### src/rtl/inst_fifo_dual.sv
// rtl/inst_fifo_dual.sv - dual-push/dual-pop instruction buffer between fetch and decode
module inst_fifo_dual #(
  parameter int DEPTH = 16
) (
  input  logic                       clk,
  input  logic                       resetn,
  input  logic                       flush,
  input  logic                       in_en0,
  input  logic                       in_en1,
  input  logic [31:0]                in_pc0,
  input  logic [31:0]                in_inst0,
  input  logic [31:0]                in_pc1,
  input  logic [31:0]                in_inst1,
  input  logic                       issue0,
  input  logic                       issue1,
  output logic                       out_valid0,
  output logic                       out_valid1,
  output logic [31:0]                out_pc0,
  output logic [31:0]                out_inst0,
  output logic [31:0]                out_pc1,
  output logic [31:0]                out_inst1,
  output logic                       empty,
  output logic                       full,
  output logic [$clog2(DEPTH):0]     count
);

  localparam int AW = $clog2(DEPTH);
  localparam int CW = AW + 1;

  logic [31:0]   pc_mem   [DEPTH];
  logic [31:0]   inst_mem [DEPTH];
  logic [AW-1:0] head;
  logic [AW-1:0] tail;
  logic [AW-1:0] head_next1;
  logic [AW-1:0] tail_next1;
  logic [CW-1:0] cnt;
  logic [CW-1:0] cnt_next;
  logic [1:0]    push_n;
  logic [1:0]    push_eff;
  logic [1:0]    pop_req;
  logic [1:0]    pop_n;
  logic          do_push;

  assign full       = (cnt > CW'(DEPTH - 2));
  assign empty      = (cnt == '0);
  assign count      = cnt;
  assign out_valid0 = (cnt >= CW'(1));
  assign out_valid1 = (cnt >= CW'(2));
  assign head_next1 = head + AW'(1);
  assign tail_next1 = tail + AW'(1);

  // Invalid slots read as zero so decode never sees stale words.
  assign out_pc0   = out_valid0 ? pc_mem[head]         : 32'h0;
  assign out_inst0 = out_valid0 ? inst_mem[head]       : 32'h0;
  assign out_pc1   = out_valid1 ? pc_mem[head_next1]   : 32'h0;
  assign out_inst1 = out_valid1 ? inst_mem[head_next1] : 32'h0;

  always_comb begin
    push_n   = {1'b0, in_en0} + {1'b0, in_en1};
    do_push  = (push_n != 2'd0) && !full;
    push_eff = do_push ? push_n : 2'd0;
    pop_req  = issue0 ? (issue1 ? 2'd2 : 2'd1) : 2'd0;
    pop_n    = (CW'(pop_req) > cnt) ? cnt[1:0] : pop_req;
    cnt_next = cnt + CW'(push_eff) - CW'(pop_n);
  end

  always_ff @(posedge clk or negedge resetn) begin
    if (!resetn) begin
      head <= '0;
      tail <= '0;
      cnt  <= '0;
    end else if (flush) begin
      head <= '0;
      tail <= '0;
      cnt  <= '0;
    end else begin
      tail <= tail + AW'(push_eff);
      head <= head + AW'(pop_n);
      cnt  <= cnt_next;
    end
  end

  // Enabled fetch slots are compacted: the first enabled one lands at tail.
  always_ff @(posedge clk) begin
    if (!flush && do_push) begin
      pc_mem[tail]   <= in_en0 ? in_pc0   : in_pc1;
      inst_mem[tail] <= in_en0 ? in_inst0 : in_inst1;
      if (in_en0 && in_en1) begin
        pc_mem[tail_next1]   <= in_pc1;
        inst_mem[tail_next1] <= in_inst1;
      end
    end
  end

endmodule

### config.mk
export PLATFORM = sky130hd
export DESIGN_NAME = inst_fifo_dual
export DESIGN_NICKNAME = d
export VERILOG_FILES = /design/src/rtl/inst_fifo_dual.sv
export SDC_FILE = /design/constraint.sdc
export NUM_CORES = 2
export LEC_CHECK = 0
export BUFFER_PORTS_ARGS = -buffer_cell sky130_fd_sc_hd__buf_2
export CORE_UTILIZATION = 50
export CTS_BUF_LIST = sky130_fd_sc_hd__clkbuf_4 sky130_fd_sc_hd__clkbuf_8
export DETAILED_ROUTE_END_ITERATION = 16
export PLACE_DENSITY = 0.65
export SETUP_SLACK_MARGIN = 0.15
export SYNTH_ARGS = -nofsm -noshare
export SYNTH_HDL_FRONTEND = slang
export SYNTH_SLANG_ARGS = --single-unit
### constraint.sdc
create_clock -name clk -period 7.9 [get_ports clk]
set_input_delay 0.79 -clock clk [delete_from_list [all_inputs] [get_ports clk]]
set_output_delay 0.79 -clock clk [all_outputs]
set_load 0.02 [all_outputs]
## Word level (Yosys, flattened, before mapping)

Memory sizes are Yosys's and may differ from the RTL's.
Index checks and enable logic that the tools add are counted.

- Flip-flop bits (word level): 13
- Memories: 2
- Word-level logic and storage cells: 41
- Input port bits: 135
- Memory bits (writable): 1024
- Output and inout bits: 137

Memories:

| name | words | bits a word | read ports | clocked after memory_dff | wr ports | line | text |
|---|---|---|---|---|---|---|---|
| inst_mem | 16 | 32 | 2 | 0 | 2 | 31 | `logic [31:0] inst_mem [DEPTH];` |
| pc_mem | 16 | 32 | 2 | 0 | 2 | 30 | `logic [31:0] pc_mem [DEPTH];` |

- Reductions and logical operators: 7
- Mux-type cells: 18
- Order comparisons: 4
- Add/sub/neg operators: 7

Operators by type and width:

| cell | number |
|---|---|
| 2-to-1 mux 32 bit | 6 |
| adder 4 x 1 -> 4 bit (second input constant) | 2 |
| adder 4 x 2 -> 4 bit | 2 |
| 2-to-1 mux 2 bit | 4 |
| 2-to-1 mux 4 bit | 2 |
| adder 5 x 2 -> 5 bit | 1 |
| >= comparator 5 x 1 -> 1 bit (second input constant) | 1 |
| >= comparator 5 x 2 -> 1 bit (second input constant) | 1 |
| > comparator 2 x 5 -> 1 bit | 1 |
| > comparator 5 x 4 -> 1 bit (second input constant) | 1 |
| zero test 5 bit | 1 |
| 2-to-1 mux 1 bit | 5 |
| 2-to-1 mux 5 bit | 1 |
| subtractor 5 x 2 -> 5 bit | 1 |
| logical AND 1 bit | 3 |
| adder 1 x 1 -> 2 bit | 1 |
| zero test 1 bit | 2 |
| nonzero test 2 bit | 1 |

## Longest topological paths before layout

- Depth after elaboration: 7
- Depth in mapped cells: 18
- Gate-level depth less buffers: 16

## Least setup slack after synthesis

OpenSTA, ideal clock, no wires.

- Path type: input to register
- Start: in in_en0
- End: mem inst_mem[7][0], enable pin
- Data required time: 7.326 ns
- Path buffers: 2
- Slack: 0.728 ns
- Data arrival time: 6.597 ns
- Stages on the path: 7
- Path through: buf_2 > buf_2 > inv_1 > ha_1 > and4bb_2 > nand2_1 > o21ai_0

RTL lines:

| item | line | text |
|---|---|---|
| start, declared | 8 | `input logic in_en0,` |
| end, declared | 31 |  |

## Worst setup path after layout

- Start: reg head[1]
- End: out out_inst0[17]

- Longest elaborated chain between the ends: 2

Ends and longest elaborated chain:

| item | line | text |
|---|---|---|
| start, declared | 32 | `logic [AW-1:0] head;` |
| start signal, assigned | 78 | `head <= head + AW'(pop_n);` |
| memory (16 x 32 bit) | n/a |  |
| 2-to-1 mux 32 bit | 54 | `assign out_inst0 = out_valid0 ? inst_mem[head] : 32'h0;` |
| end, declared | 19 | `output logic [31:0] out_inst0,` |

Every way passes these cells.

==> impl_metrics.tcl <==
set metrics [dict create \
    slew_headroom_pct 11.49 \
    routabilityCongestion 0.8415 \
    path_buf_inv 3 \
    worstSetupStartpointType "register" \
    cts_buffers 179 \
    cts_sinks 1037 \
    rsz0062_at_grt "no" \
    crit_type "register to output pin" \
    cts-root-buf "clkbuf_8" \
    finalHoldViolations 0 \
    cts_htree_levels 4 \
    grt_usage_pct 31.97 \
    run_status "completed" \
    cp_data_arrival_time_ps 4840 \
    fin_setup_tns_ps 0 \
    synth_most_common_cell "nor2_1" \
    synth_top_area_share_pct 52.25 \
    setup_viol 0 \
    ys_ff_latch 1037 \
    placed_cell_area_um2 61190 \
    max_freq_mhz 177.7 \
    cts_tree "done" \
    synth_nets 4963 \
    grt-ovfl-total 0 \
    synth_edf_count 1024 \
    drt_iter0_markers 6241 \
    dieWidth_um 345.1 \
    p_per_area_nw_per_um2 306.9 \
    port-buffer-count 271 \
    fin_skew_ps 52.18 \
    startpoint "head[1]$_DFF_PN0_" \
    cp-end-kind "output pin" \
    nets 4958 \
    core_um2 116400 \
    drive_gt1_share_pct 25.60 \
    syn_area_per_cell_um2 12.25 \
    drtPass1Iterations 7 \
    final.min_clock_period_ps 5629 \
    synth_top_cell_by_area "edfxtp_1" \
    cp_max_fo 43 \
    max_stage_delay_ps 920 \
    wirelength_um 193200 \
    drcViolationCount 0 \
    clk_path_buf_depth 3 \
    cap_violations 0 \
    hold_path_class "primary input to register" \
    viasPerCell 6.721 \
    yosys_most_used_dff "edfxtp_1" \
    design_area_um2 64580 \
    async_reset_ff_share_pct 1.254 \
    start_util_pct 50.57 \
    first_global_vias 41327 \
    timing.rr.start "count[4]$_DFF_PN0_" \
    worst_slew_pin_slew_ps 1291 \
    period_share_pct 71.25 \
    post_cts_buffers 0 \
    vias 43474 \
    path_common_cell "buf_4" \
    wl_per_cell_um 29.88 \
    cts_resized 0 \
    yosysSeqAreaShare_pct 52.81 \
    chipHeight_um 345.1 \
    grt_pass1_wl_um 279400 \
    path_delay_family "buffers and inverters" \
    area_growth_pct 9.740 \
    crit_chain "buf_4, buf_4, mux4_2, o22ai_1, nor3_1, buf_2" \
    min_from "flush" \
    clk_pin_slew_worst_paths_ps 60 \
    synthDistinctLibCells 38 \
    synthCells 4805 \
    ir_drop_mv 0.3693 \
    die_area_um2 119100 \
    synth_warnings 0 \
    maxSlewViolCount 0 \
    p_leak_nw 21.43 \
    crit_required_ps 7110 \
    post-dp-hpwl_um 108300 \
    rows 125 \
    cp_slowest_cell "dfrtp_4" \
    synth_area_leaders "edfxtp_1 52%, mux4_2 20%, a21oi_1 8.8%" \
    io_pins 272 \
    ant_nets 0 \
    synthTopCellsByCount "1033 x nor2_1, 1029 x a21oi_1, 1024 x edfxtp_1" \
    insertion_delay_ps 890 \
    antenna_found_initial 11 \
    synthesis.area_um2 58850 \
    cts_hold_buf 1 \
    grt_max_degree 133 \
]
## metal layers
layer	global-route usage, %	vias up	wire length [um]
li1	-	18362	-
met5	0	-	29
met3	6.727	448	23590
met1	42.83	21474	69870
met4	14.72	6	8839
met2	50.26	3184	90900
## cells by family after synthesis
| family | Yosys count | synth area share, % |
|---|---|---|
| xor+xnor | 8 | 0.1191 |
| compound gates | 1263 | 11.28 |
| simple gates | 1144 | 7.688 |
| flops | 1037 | 52.81 |
| mux | 705 | 22.88 |
| fa+ha+maj | 23 | 0.5401 |
| buf+inv | 625 | 4.690 |
## per-stage QoR
step                utilization (%)  hold WS (ps)  total power, mW  worst slack [ps]  std cells
detailed placement            52.59         690.1            15.12              3081       6142
finish                        55.50         337.5            19.82              2271       6468
CTS                           55.47         278.4            19.79              2168       6458
global route                  55.49         324.7            20.47              1958       6464
global placement              52.59         674.3            15.04              3090       6142
floorplan                         -         494.4            12.49             728.4       4805
## worst paths after layout
kind / slack [ps] / end / cells after the start
setup reg to reg: 3250 / inst_mem[6][22]$_DFFE_PP_ / 8
setup / recovery: 2270 / out_inst0[17] / 6
hold reg to reg: 710 / tail[2]$_DFF_PN0_ / 2
max in group asynchronous: 7120 / head[0]$_DFF_PN0_ / 2
min in group asynchronous: 430 / tail[3]$_DFF_PN0_ / 2
hold / removal: 340 / tail[3]$_DFF_PN0_ / 2
## sequential cells by signal (all words and copies together) (netlist names)
| register | flops |
|---|---|
| inst_mem | 512 |
| pc_mem | 512 |
| count | 5 |
| head | 4 |
| tail | 4 |
## where the power goes
part	switching [mW]	internal [mW]	total, mW
sequential	0.232	6.31	6.55
clock	2.31	2.45	4.75
combinational	5.02	3.50	8.52
## cell usage in the layout, fill, tap and decap left out, drive strengths merged, types with 2 or more instances in the layout
cell / n
nor2: 1033
a21oi: 1029
edfxtp: 1024
mux4: 512
buf: 421
clkbuf: 247
mux2i: 193
o22ai: 192
nor3: 65
clkinv: 56
inv: 23
o21ai: 20
ha: 19
o2111ai: 17
dfrtp: 13
nand2: 12
diode: 10
nor2b: 8
nand2b: 8
clkinvlp: 6
xnor2: 4
fa: 4
xor2: 4
and2: 3
or2: 3
o21a: 2
nor4b: 2
and3b: 2
nand3: 2
a21o: 2
## area by class of cell
type                       count  area, um2
antenna                       10      25.02
clock buffer                 247       2993
clock inverter                68      356.6
fill                        9612      51780
inverter                      17      63.81
multi-input combinational   3143      25580
sequential                  1037      31090
tap                         1524       1907
timing repair buffer         422       2570
Power figures use the tool's default switching activity.
